File: src/rtl/mul_pkg.sv
// Shared constants and FSM encoding for the sequential 32x32 multiplier.
package mul_pkg;

    localparam int unsigned WIDTH = 32;
    localparam int unsigned CNT_W = 6;

    typedef enum logic [2:0] {
        StIdle,
        StNegA,
        StNegB,
        StMul,
        StNegLo,
        StNegHi,
        StDone
    } state_e;

endpackage

File: src/rtl/mul32_seq.sv
// Multi-cycle shift-and-add 32x32->64 multiplier that borrows the shared external adder
// for operand magnitudes, partial-product accumulation and final product negation.
module mul32_seq #(
    parameter int unsigned WIDTH = mul_pkg::WIDTH,
    parameter int unsigned ITER  = WIDTH
) (
    input  logic             clk,
    input  logic             rst,
    input  logic             in_valid,
    output logic             in_ready,
    input  logic             is_signed,
    input  logic [WIDTH-1:0] a,
    input  logic [WIDTH-1:0] b,
    output logic [WIDTH-1:0] add_a,
    output logic [WIDTH-1:0] add_b,
    output logic             add_c0,
    input  logic [WIDTH-1:0] add_s,
    input  logic             add_c32,
    output logic             out_valid,
    input  logic             out_ready,
    output logic [WIDTH-1:0] prod_hi,
    output logic [WIDTH-1:0] prod_lo,
    output logic             zero,
    output logic             ovf32
);
    import mul_pkg::*;

    state_e           state_q, state_d;
    logic [WIDTH-1:0] a_q, a_d, b_q, b_d;
    logic [WIDTH-1:0] m_q, m_d, q_q, q_d, hi_q, hi_d, lo_q, lo_d;
    logic [WIDTH-1:0] prod_hi_q, prod_hi_d, prod_lo_q, prod_lo_d;
    logic             sgn_q, sgn_d, neg_q, neg_d, k_q, k_d;
    logic             zero_q, zero_d, ovf_q, ovf_d;
    logic [CNT_W-1:0] cnt_q, cnt_d;

    logic neg_opa, neg_opb, last_iter;

    assign neg_opa   = sgn_q & a_q[WIDTH-1];
    assign neg_opb   = sgn_q & b_q[WIDTH-1];
    assign last_iter = (cnt_q == CNT_W'(ITER - 1));

    assign in_ready  = (state_q == StIdle);
    assign out_valid = (state_q == StDone);
    assign prod_hi   = prod_hi_q;
    assign prod_lo   = prod_lo_q;
    assign zero      = zero_q;
    assign ovf32     = ovf_q;

    always_comb begin
        state_d   = state_q;
        a_d       = a_q;
        b_d       = b_q;
        sgn_d     = sgn_q;
        neg_d     = neg_q;
        m_d       = m_q;
        q_d       = q_q;
        hi_d      = hi_q;
        lo_d      = lo_q;
        k_d       = k_q;
        cnt_d     = cnt_q;
        prod_hi_d = prod_hi_q;
        prod_lo_d = prod_lo_q;
        zero_d    = zero_q;
        ovf_d     = ovf_q;
        add_a     = '0;
        add_b     = '0;
        add_c0    = 1'b0;

        case (state_q)
            StIdle: begin
                if (in_valid) begin
                    a_d     = a;
                    b_d     = b;
                    sgn_d   = is_signed;
                    neg_d   = is_signed & (a[WIDTH-1] ^ b[WIDTH-1]);
                    state_d = StNegA;
                end
            end
            StNegA: begin
                // 0x80000000 negates to itself and is then read as unsigned 2^31.
                add_a   = neg_opa ? ~a_q : a_q;
                add_c0  = neg_opa;
                m_d     = add_s;
                state_d = StNegB;
            end
            StNegB: begin
                add_a   = neg_opb ? ~b_q : b_q;
                add_c0  = neg_opb;
                q_d     = add_s;
                hi_d    = '0;
                cnt_d   = '0;
                state_d = StMul;
            end
            StMul: begin
                // {HI,Q} shifts right with the adder carry-out entering HI's MSB.
                add_a = hi_q;
                add_b = q_q[0] ? m_q : '0;
                hi_d  = {add_c32, add_s[WIDTH-1:1]};
                q_d   = {add_s[0], q_q[WIDTH-1:1]};
                cnt_d = cnt_q + 1'b1;
                if (last_iter) begin
                    state_d = StNegLo;
                end
            end
            StNegLo: begin
                add_a   = neg_q ? ~q_q : q_q;
                add_c0  = neg_q;
                lo_d    = add_s;
                k_d     = add_c32;
                state_d = StNegHi;
            end
            StNegHi: begin
                // Low-word carry completes the 64-bit two's-complement negation.
                add_a     = neg_q ? ~hi_q : hi_q;
                add_c0    = neg_q & k_q;
                hi_d      = add_s;
                prod_hi_d = add_s;
                prod_lo_d = lo_q;
                zero_d    = (add_s == '0) && (lo_q == '0);
                ovf_d     = sgn_q ? (add_s != {WIDTH{lo_q[WIDTH-1]}}) : (add_s != '0);
                state_d   = StDone;
            end
            StDone: begin
                if (out_ready) begin
                    state_d = StIdle;
                end
            end
            default: state_d = StIdle;
        endcase
    end

    always_ff @(posedge clk) begin
        if (rst) begin
            state_q   <= StIdle;
            a_q       <= '0;
            b_q       <= '0;
            sgn_q     <= 1'b0;
            neg_q     <= 1'b0;
            m_q       <= '0;
            q_q       <= '0;
            hi_q      <= '0;
            lo_q      <= '0;
            k_q       <= 1'b0;
            cnt_q     <= '0;
            prod_hi_q <= '0;
            prod_lo_q <= '0;
            zero_q    <= 1'b0;
            ovf_q     <= 1'b0;
        end else begin
            state_q   <= state_d;
            a_q       <= a_d;
            b_q       <= b_d;
            sgn_q     <= sgn_d;
            neg_q     <= neg_d;
            m_q       <= m_d;
            q_q       <= q_d;
            hi_q      <= hi_d;
            lo_q      <= lo_d;
            k_q       <= k_d;
            cnt_q     <= cnt_d;
            prod_hi_q <= prod_hi_d;
            prod_lo_q <= prod_lo_d;
            zero_q    <= zero_d;
            ovf_q     <= ovf_d;
        end
    end

endmodule

File: config.mk
export PLATFORM = sky130hd
export DESIGN_NAME = mul32_seq
export DESIGN_NICKNAME = d
export VERILOG_FILES = /design/src/rtl/mul_pkg.sv /design/src/rtl/mul32_seq.sv
export SDC_FILE = /design/constraint.sdc
export NUM_CORES = 1
export LEC_CHECK = 0
export CAP_MARGIN = 15
export CORE_MARGIN = 5
export CORE_UTILIZATION = 56
export CTS_CLUSTER_DIAMETER = 200
export CTS_CLUSTER_SIZE = 20
export DETAILED_ROUTE_END_ITERATION = 10
export MAX_ROUTING_LAYER = met4
export PLACE_DENSITY = 0.95
export SLEW_MARGIN = 20
export SYNTH_ARGS = -nofsm -noshare
export SYNTH_HDL_FRONTEND = slang
export SYNTH_SLANG_ARGS = --single-unit
export TNS_END_PERCENT = 50
File: constraint.sdc
create_clock -name clk -period 3.08 [get_ports clk]
set_input_delay 0.308 -clock clk [delete_from_list [all_inputs] [get_ports clk]]
set_output_delay 0.308 -clock clk [all_outputs]
set_load 0.02 [all_outputs]
# --- Word-level counts from Yosys, hierarchy flattened ---
# Index checks and enable logic that the tools add are counted.
totals:
  regBits: 270
  in_bits: 102
  elab_cells: 61
op_classes:
  n_addsub: 1
  n_eq_ne: 11
  mux: 16
  bitwise: 9
  reduce_logical: 9
op_table:
  columns: ["operator", "count"]
  rows:
  - ["2-to-1 mux 32 bit", 6]
  - ["case mux 32 bit (5 select lines)", 1]
  - ["inverter 32 bit", 4]
  - ["case mux 32 bit (3 select lines)", 1]
  - ["zero test 32 bit", 2]
  - ["case mux 32 bit (2 select lines)", 1]
  - ["inequality test 32 bit", 1]
  - ["nonzero test 32 bit", 1]
  - ["case mux 3 bit (7 select lines)", 1]
  - ["case mux 6 bit (2 select lines)", 1]
  - ["== test 3 bit (second input constant)", 3]
  - ["2-to-1 mux 3 bit", 3]
  - ["adder 6 x 1 -> 6 bit (second input constant)", 1]
  - ["== test 3 x 2 -> 1 bit (second input constant)", 2]
  - ["== test 6 x 5 -> 1 bit (second input constant)", 1]
  - ["bitwise AND 1 bit", 4]
  - ["inequality test 2 bit (second input constant)", 2]
  - ["case mux 1 bit (4 select lines)", 1]
  - ["== test 3 x 1 -> 1 bit (second input constant)", 1]
  - ["zero test 3 bit", 1]
  - ["AND reduction 3 bit", 1]
  - ["nonzero test 3 bit", 1]
  - ["inequality test 2 x 1 -> 1 bit (second input constant)", 1]
  - ["AND reduction 2 bit", 1]
  - ["4 further kinds", 4]

# --- Logic depth before layout (Yosys ltp) ---
# Gate-level depths: netlist of run 1.
depth:
  word_depth: 3
  mapped_depth: 9
  depth_no_buf: 6

# --- Worst setup path after synthesis of run 1 ---
# OpenSTA, ideal clock, no wires.
synth_timing:
  path_type: "register -> output"
  start: "reg state_q[1]"
  end: "out add_a[15]"
  arrival_ns: 1.616
  slack_ns: 1.156
  stages_incl_launch_ff: 6
  n_path_buf: 2
  path_cell_list: "dfxtp_1 > buf_2 > nor3b_2 > buf_4 > a222oi_1 > o22ai_1"
synth_via:
  elab_chain_cells: 2
synth_lines:
  columns: ["element", "line_no", "source"]
  rows:
  - ["start, declared", "mul32_seq.sv:28", "state_e state_q, state_d;"]
  - ["start signal, assigned", "mul32_seq.sv:134", "state_q <= StIdle;"]
  - ["start signal, assigned", "mul32_seq.sv:150", "state_q <= state_d;"]
  - ["== test 3 bit (tied with other cells)", "mul32_seq.sv:69", "case (state_q)"]
  - ["case mux 32 bit (5 select lines) (*)", "mul32_seq.sv:69", null]
  - ["end, declared", "mul32_seq.sv:14", "output logic [WIDTH-1:0] add_a,"]
# Every way passes the cells marked *; elsewhere a longest branch is shown, timed or not.

# --- Worst setup path in the final report of run 1 ---
layout_timing:
  start: "reg state_q[0]"
  end: "out add_a[29]"
# Same word-level chain as after synthesis.

==> metrics.yaml, run 1 <==
finish:
  drive_gt1_share_pct: 4.64
  number_of_diodes: 0
  fillers: 1645
  final_nets: 1810
  layout_overhead_on_the_synthesized_area_pct: 23.8
  final_design_area_no_fill_um2: 15100
  multi_input_logic_area_um2: 6210
  layout.cells.most_common: "sky130_fd_sc_hd__nand2_1"
  layout_common_cells: "494 x sky130_fd_sc_hd__nand2_1, 265 x sky130_fd_sc_hd__dfxtp_1, 219 x sky130_fd_sc_hd__clkdlybuf4s50_1, 197 x sky130_fd_sc_hd__a21oi_1, 75 x sky130_fd_sc_hd__nor2_1"
  seqCellArea_um2: 5410
synth:
  synth.net_count: 1653
  postSynthRegisterBits: 270
  yosysWarnings: 0
  syn_avg_cell_area_um2: 7.91
  syn-cell-area_um2: 12200
  share_of_the_yosys_chip_area_belonging_to_registers_pct: 44.2
  async_reset_ff_share_pct: 0
  dominantRegCellSynth: "sky130_fd_sc_hd__dfxtp_1"
  synth_cell_type_count: 44
  synth_enable_flop_cells: 0
  syn_inst: 1547
grt:
  antenna_found_initial: 0
  grt_max_degree: 122
  grt_remaining_overflow: 0
  grt_pass1_vias: 11200
  total_routing_usage_reported_by_global_routing_pct: 30.2
  grt_pass1_wl_um: 59600
critical_path:
  ff2ff_path_depth: 7
  criticalPathCategory: "flop to primary output"
  cp_data_arrival_time_ps: 2730
  worst_reg2reg_setup_slack_ps: 790
  timing.critical_path.to_type: "primary output"
  worst_ep_required_time_ps: 2770
  critPathLaunch: "state_q[0]"
  rr_startpoint: "state_q[2]"
  startpoint_type: "flop"
  critical_path.max_fanout: 16
floorplan:
  coreArea_um2: 21700
  fp.dieArea_um2: 24900
  die_width_um: 158
  io_pins: 235
  num_rows: 54
  die_y_um: 158
  starting_utilization_of_the_core_area_pct: 56.4
sta:
  worst-slew-pin-transition_ps: 777
  finClkSkew_ps: 15.2
  achievable_clock_frequency_ghz: 0.329
  setup_viol_count_final: 0
  setup-tns-final_ps: 0
  worst_slew_slack_as_a_fraction_of_its_limit_pct: 48.2
  period_needed_ps: 3040
  max_transition_viols_final: 0
  hold_viol: 0
  rsz0062_at_grt: "true"
  share_of_the_cycle_needed_by_the_critical_path_after_routing_pct: 98.8
route:
  dr.pass1.iters: 9
  vias: 11900
  remaining_drc_errors: 0
  detailed_route_wire_length_um: 38300
  drt_first_iter_violations: 1429
  drtAntennaViolNets: 0
  wire_per_inst_um: 19.3
  vias_per_cell: 5.99
clock_tree:
  cts_root_buf: "sky130_fd_sc_hd__clkbuf_16"
  cts_hold_fix_bufs: 0
  numCtsBuffers: 17
  clk_pin_slew_worst_paths_ps: 90
  tritoncts: "done"
  clkLatencyLatePin_ps: 490
  clockBufferDepth: 3
  tritoncts_num_sinks: 270
  htree_levels: 1
worst_hold_path:
  min_path_type: "input port to flop"
  min_path_cells: 3
  worstHoldStart: "a[3]"
pwr:
  p_clk_share_pct: 26.5
  p_sw_share_pct: 31.6
  internal_power_mw: 5.59
  post-layout-total-power_mw: 8.16
  seq_power_share_pct: 50.1
  power.density_cell_area_nw_per_um2: 539
  max-vdd-ir-drop_mv: 0.389
  power.combinational.fraction_pct: 23.4
  p_sw_mw: 2.58
  power_leakage_nw: 5.36
place:
  dp_wirelength_um: 26400
  place_congestion: 0.900
  placedInstanceArea_um2: 14700
  numPortBuffers: 234
job:
  drv_cap: 0
outcome:
  status: "finished clean"
[final cells by class]
class                      instances  share of cell area [%]
tap                              280                    2.31
clock inverter                     1                  0.0743
sequential                       270                    35.7
timing repair buffer             274                    17.9
clock buffer                      17                    2.81
inverter                           5                   0.124
multi-input combinational       1136                    41.0
[metrics by stage]
step | instances | hold slack (ps) | setup slack [ps] | utilization (%)
floorplan | 1547 | 431 | 1160 | -
global placement | 1965 | 440 | 440 | 67.6
detailed placement | 1965 | 444 | 334 | 67.6
CTS | 1983 | 348 | 43.9 | 69.7
global route | 1983 | 363 | -40.7 | 69.8
finish | 1983 | 358 | 38.2 | 69.8
[repair_timing]
item                       CTS  global route
gates resized for setup      7            13
pin swaps                    1             8
setup buffers                0             0
setup endpoints to repair   34            19
[worst max-delay path, cell delays in order (launching register included)]
cell and delay [ps]:
sky130_fd_sc_hd__dfxtp_4 500, sky130_fd_sc_hd__buf_4 270, sky130_fd_sc_hd__mux2i_1 260, sky130_fd_sc_hd__xnor2_1 100
sky130_fd_sc_hd__a222oi_1 370, sky130_fd_sc_hd__o22ai_1 160, sky130_fd_sc_hd__clkdlybuf4s50_1 570
[registers in the layout (all words and copies together) (netlist names), 3 cells and up]
name	cells
a_q	32
b_q	32
cnt_q	6
hi_q	32
lo_q	32
m_q	32
prod_hi	32
prod_lo	32
q_q	32
state_q	3
[layer usage]
metal  global-route usage, %  share of wire (%)
met1                    39.9                 41
met2                    46.4                 45
met3                    8.04                 12
met4                    7.33                2.3
met5                       -                  0
[power by group through the flow]
stage	registers [mW]	clock network, mW	logic (mW)
final	4.09	2.16	1.91
after global routing	4.13	2.31	2.08
after CTS	4.08	2.18	1.89
after detailed placement	4.16	0	1.88
after global placement	4.14	0	1.80
after floorplan	4.05	0	1.35
[cell usage after synthesis (3+ instances only)]
cell	instances	area share [%]
sky130_fd_sc_hd__nand2b_1	4	0.20
sky130_fd_sc_hd__nand3b_1	3	0.18
sky130_fd_sc_hd__buf_1	4	0.12
sky130_fd_sc_hd__nand2_1	496	15
sky130_fd_sc_hd__o22ai_1	31	1.6
sky130_fd_sc_hd__nor2_1	75	2.3
sky130_fd_sc_hd__ha_1	4	0.41
sky130_fd_sc_hd__buf_6	7	0.64
sky130_fd_sc_hd__a21oi_1	197	8.1
sky130_fd_sc_hd__a222oi_1	31	2.5
sky130_fd_sc_hd__buf_4	10	0.61
sky130_fd_sc_hd__nor2b_1	3	0.15
sky130_fd_sc_hd__nor4_1	15	0.77
sky130_fd_sc_hd__mux2i_1	33	2.7
sky130_fd_sc_hd__xnor2_1	65	4.7
sky130_fd_sc_hd__a311oi_1	64	4.6
sky130_fd_sc_hd__nand3_1	4	0.16
sky130_fd_sc_hd__clkbuf_1	75	2.3
sky130_fd_sc_hd__buf_2	40	1.6
sky130_fd_sc_hd__and3_1	33	1.7
sky130_fd_sc_hd__xor2_1	35	2.5
sky130_fd_sc_hd__nor3_1	4	0.16
sky130_fd_sc_hd__o21ai_0	3	0.12
sky130_fd_sc_hd__dfxtp_1	270	44
sky130_fd_sc_hd__nand4_1	11	0.56
sky130_fd_sc_hd__inv_1	5	0.15
[cell families (layout without fill, tap and decap cells)]
group           count (synthesis)  count (layout)  share of synthesized area [%]
buf+inv                       141             297                           5.47
simple gates                  662             662                           22.5
mux                            33              33                           2.70
xor+xnor                      100             100                           7.16
compound gates                337             337                           17.6
flops                         270             270                           44.2
fa+ha+maj                       4               4                          0.409
[path summary, 6_finish.rpt]
check,to
worst min register to register,m_q[8]
worst max register to register,hi_q[5]
worst max-delay path,add_a[29]
worst min-delay path,a_q[3]
Note: power is estimated with default switching activity, not from simulation.
==> run 2: changes to the inputs <==
--- a/config.mk
+++ b/config.mk
@@ -6,13 +6,13 @@
 export NUM_CORES = 1
 export LEC_CHECK = 0
 export CAP_MARGIN = 15
-export CORE_MARGIN = 5
-export CORE_UTILIZATION = 56
+export CORE_MARGIN = 2
+export CORE_UTILIZATION = 35
 export CTS_CLUSTER_DIAMETER = 200
 export CTS_CLUSTER_SIZE = 20
 export DETAILED_ROUTE_END_ITERATION = 10
 export MAX_ROUTING_LAYER = met4
-export PLACE_DENSITY = 0.95
+export PLACE_DENSITY = 0.68
 export SLEW_MARGIN = 20
 export SYNTH_ARGS = -nofsm -noshare
 export SYNTH_HDL_FRONTEND = slang
==> metrics.yaml, run 2 (same netlist as run 1, synthesis figures left out) <==
outcome:
  status: "finished clean"
clock_tree:
  tritoncts_num_sinks: 270  # unchanged
  clockBufferDepth: 3  # unchanged
  clkLatencyLatePin_ps: 520  # +30 ps
  numCtsBuffers: 17  # unchanged
  tritoncts: "done"
  htree_levels: 1  # unchanged
  cts_root_buf: "sky130_fd_sc_hd__clkbuf_16"
  clk_pin_slew_worst_paths_ps: 90  # about the same
  cts_hold_fix_bufs: 0  # unchanged
grt:
  antenna_found_initial: 0  # unchanged
  grt_pass1_wl_um: 63200  # +6.1%
  total_routing_usage_reported_by_global_routing_pct: 22.6  # -7.6 points
  grt_pass1_vias: 10800  # -3.7%
  grt_remaining_overflow: 0  # unchanged
  grt_max_degree: 115  # -5.7%
critical_path:
  crit_path_max_incr_delay_ps: 580  # about the same
  sequence_of_cells_on_the_critical_path: "nand2_1 -> buf_12 -> xnor2_1 -> a222oi_1 -> o22ai_1 -> clkdlybuf4s50_1"
  cp_data_arrival_time_ps: 2720  # about the same
  critical_path_buf_inv_count: 2  # unchanged
  cp_slowest_cell: "sky130_fd_sc_hd__clkdlybuf4s50_1"
  startpoint_type: "flop"
  timing.critical_path.to_type: "primary output"
  critical_path.max_fanout: 31  # +15
  criticalPathCategory: "flop to primary output"
  worst_ep_required_time_ps: 2770  # about the same
  critical_path.top_delay_family: "buffers and inverters"
sta:
  hold_viol: 0  # unchanged
  hold_ws_ps: 355  # -3.24 ps
  achievable_clock_frequency_ghz: 0.330  # +0.48%
  max_transition_viols_final: 0  # unchanged
  setup_viol_count_final: 0  # unchanged
  share_of_the_cycle_needed_by_the_critical_path_after_routing_pct: 98.3  # -0.47 points
  worst-slew-pin-transition_ps: 796  # +19.1 ps
  period_needed_ps: 3030  # -14.5 ps
  rsz0062_at_grt: "true"
  finalWorstSetupSlack_ps: 52.7  # +14.5 ps
  worst_slew_slack_as_a_fraction_of_its_limit_pct: 46.9  # -1.3 points
  finClkSkew_ps: 16.2  # +1.02 ps
floorplan:
  io_pins: 235  # unchanged
  starting_utilization_of_the_core_area_pct: 35.5  # -21 points
  num_rows: 68  # +26%
  die_width_um: 191  # +21%
  die_y_um: 191  # +21%
  fp.dieArea_um2: 36500  # +46%
  coreArea_um2: 34500  # +59%
pwr:
  power.density_cell_area_nw_per_um2: 537  # -0.39%
  power_leakage_nw: 5.26  # -1.8%
  max-vdd-ir-drop_mv: 0.304  # -22%
route:
  drt_first_iter_violations: 1168  # -18%
  remaining_drc_errors: 0  # unchanged
  detailed_route_wire_length_um: 41500  # +8.3%
  vias: 11600  # -2.3%
  vias_per_cell: 5.36  # -11%
  wire_per_inst_um: 19.2  # -0.90%
  dr.pass1.iters: 7  # -2
  drtAntennaViolNets: 0  # unchanged
finish:
  layout_overhead_on_the_synthesized_area_pct: 26.5
  final_nets: 1818  # +0.44%
  layout.cells.most_common: "sky130_fd_sc_hd__nand2_1"
  drive_gt1_share_pct: 5.02  # +0.38 points
  layout_common_cells: "494 x sky130_fd_sc_hd__nand2_1, 267 x sky130_fd_sc_hd__dfxtp_1, 228 x sky130_fd_sc_hd__clkdlybuf4s50_1, 197 x sky130_fd_sc_hd__a21oi_1, 75 x sky130_fd_sc_hd__nor2_1"
  fillers: 3435  # +110%
worst_hold_path:
  min_path_type: "input port to flop"
place:
  dp_wirelength_um: 28800  # +9.2%
  pre_cts_ws_ps: 384  # +49.3 ps
  numPortBuffers: 234  # unchanged
  place_congestion: 0.876  # -2.7%
job:
  drv_cap: 0  # unchanged
## run 2: cell count changes in the layout (fill, tap and decap cells not counted), sizes merged
cell and delta:
inv +1, dlymetal6s2s -9, clkdlybuf4s50 +9, buf +6, diode +1, and3b +1
bufbuf +1
## run 2: stage by stage
stage	instances	TNS [ps]	power [mW]	util [%]	instance area [um2]
3_3_place_gp	2142	0	6.04	43.3	14900
2_1_floorplan	1547	0	5.40	-	12200
5_1_grt	2167	-249	8.71	44.9	15500
4_1_cts	2162	0	8.32	44.8	15400
6_report	2168	0	8.31	44.9	15500
3_5_place_dp	2142	0	6.10	43.3	14900
## run 2: worst min-delay path, stage by stage
cell	delay, ps
sky130_fd_sc_hd__clkdlybuf4s50_1	400
sky130_fd_sc_hd__nand2_1	60
sky130_fd_sc_hd__a21oi_1	50
## run 2: worst paths after layout
| check | slack, ps | startpoint | depth (start not counted) | to |
|---|---|---|---|---|
| setup / recovery | 50 | sgn_q | 6 | add_a[13] |
| hold / removal | 350 | a[23] | 3 | a_q[23] |
| setup reg to reg | 650 | state_q[2] | 5 | state_q[0] |
| hold reg to reg | 460 | m_q[6] | 2 | m_q[6] |
## run 2: layout make-up
cell class                      instances  area (um2)  area share [%]
Clock buffer                           17         425            2.75
Tap cell                              455         569            3.68
Timing Repair Buffer                  281        2810            18.2
Antenna cell                            1        2.50          0.0162
Clock inverter                          2        20.0           0.129
Sequential cell                       270        5410            35.0
Inverter                                5        18.8           0.121
Multi-Input combinational cell       1137        6220            40.2
## run 2: per-layer routing
layer	global-route usage, %	share of wire, %	vias up
li1	-	-	5636
met1	32.9	48	5486
met2	32.4	42	442
met3	4.28	8.5	46
met4	4.11	1.6	0
met5	-	0	-
## run 2: where the power goes
part / internal (mW) / switching, mW
sequential: 3.81 / 0.289
clock: 1.01 / 1.22
combinational: 0.830 / 1.16
## run 2: repair_timing
action | in CTS | in global routing
endpoints found under the setup margin | 58 | 56
gates cloned | 1 | 1
gates resized for setup | 5 | 6
setup buffers | 0 | 4
pin swaps | 2 | 4
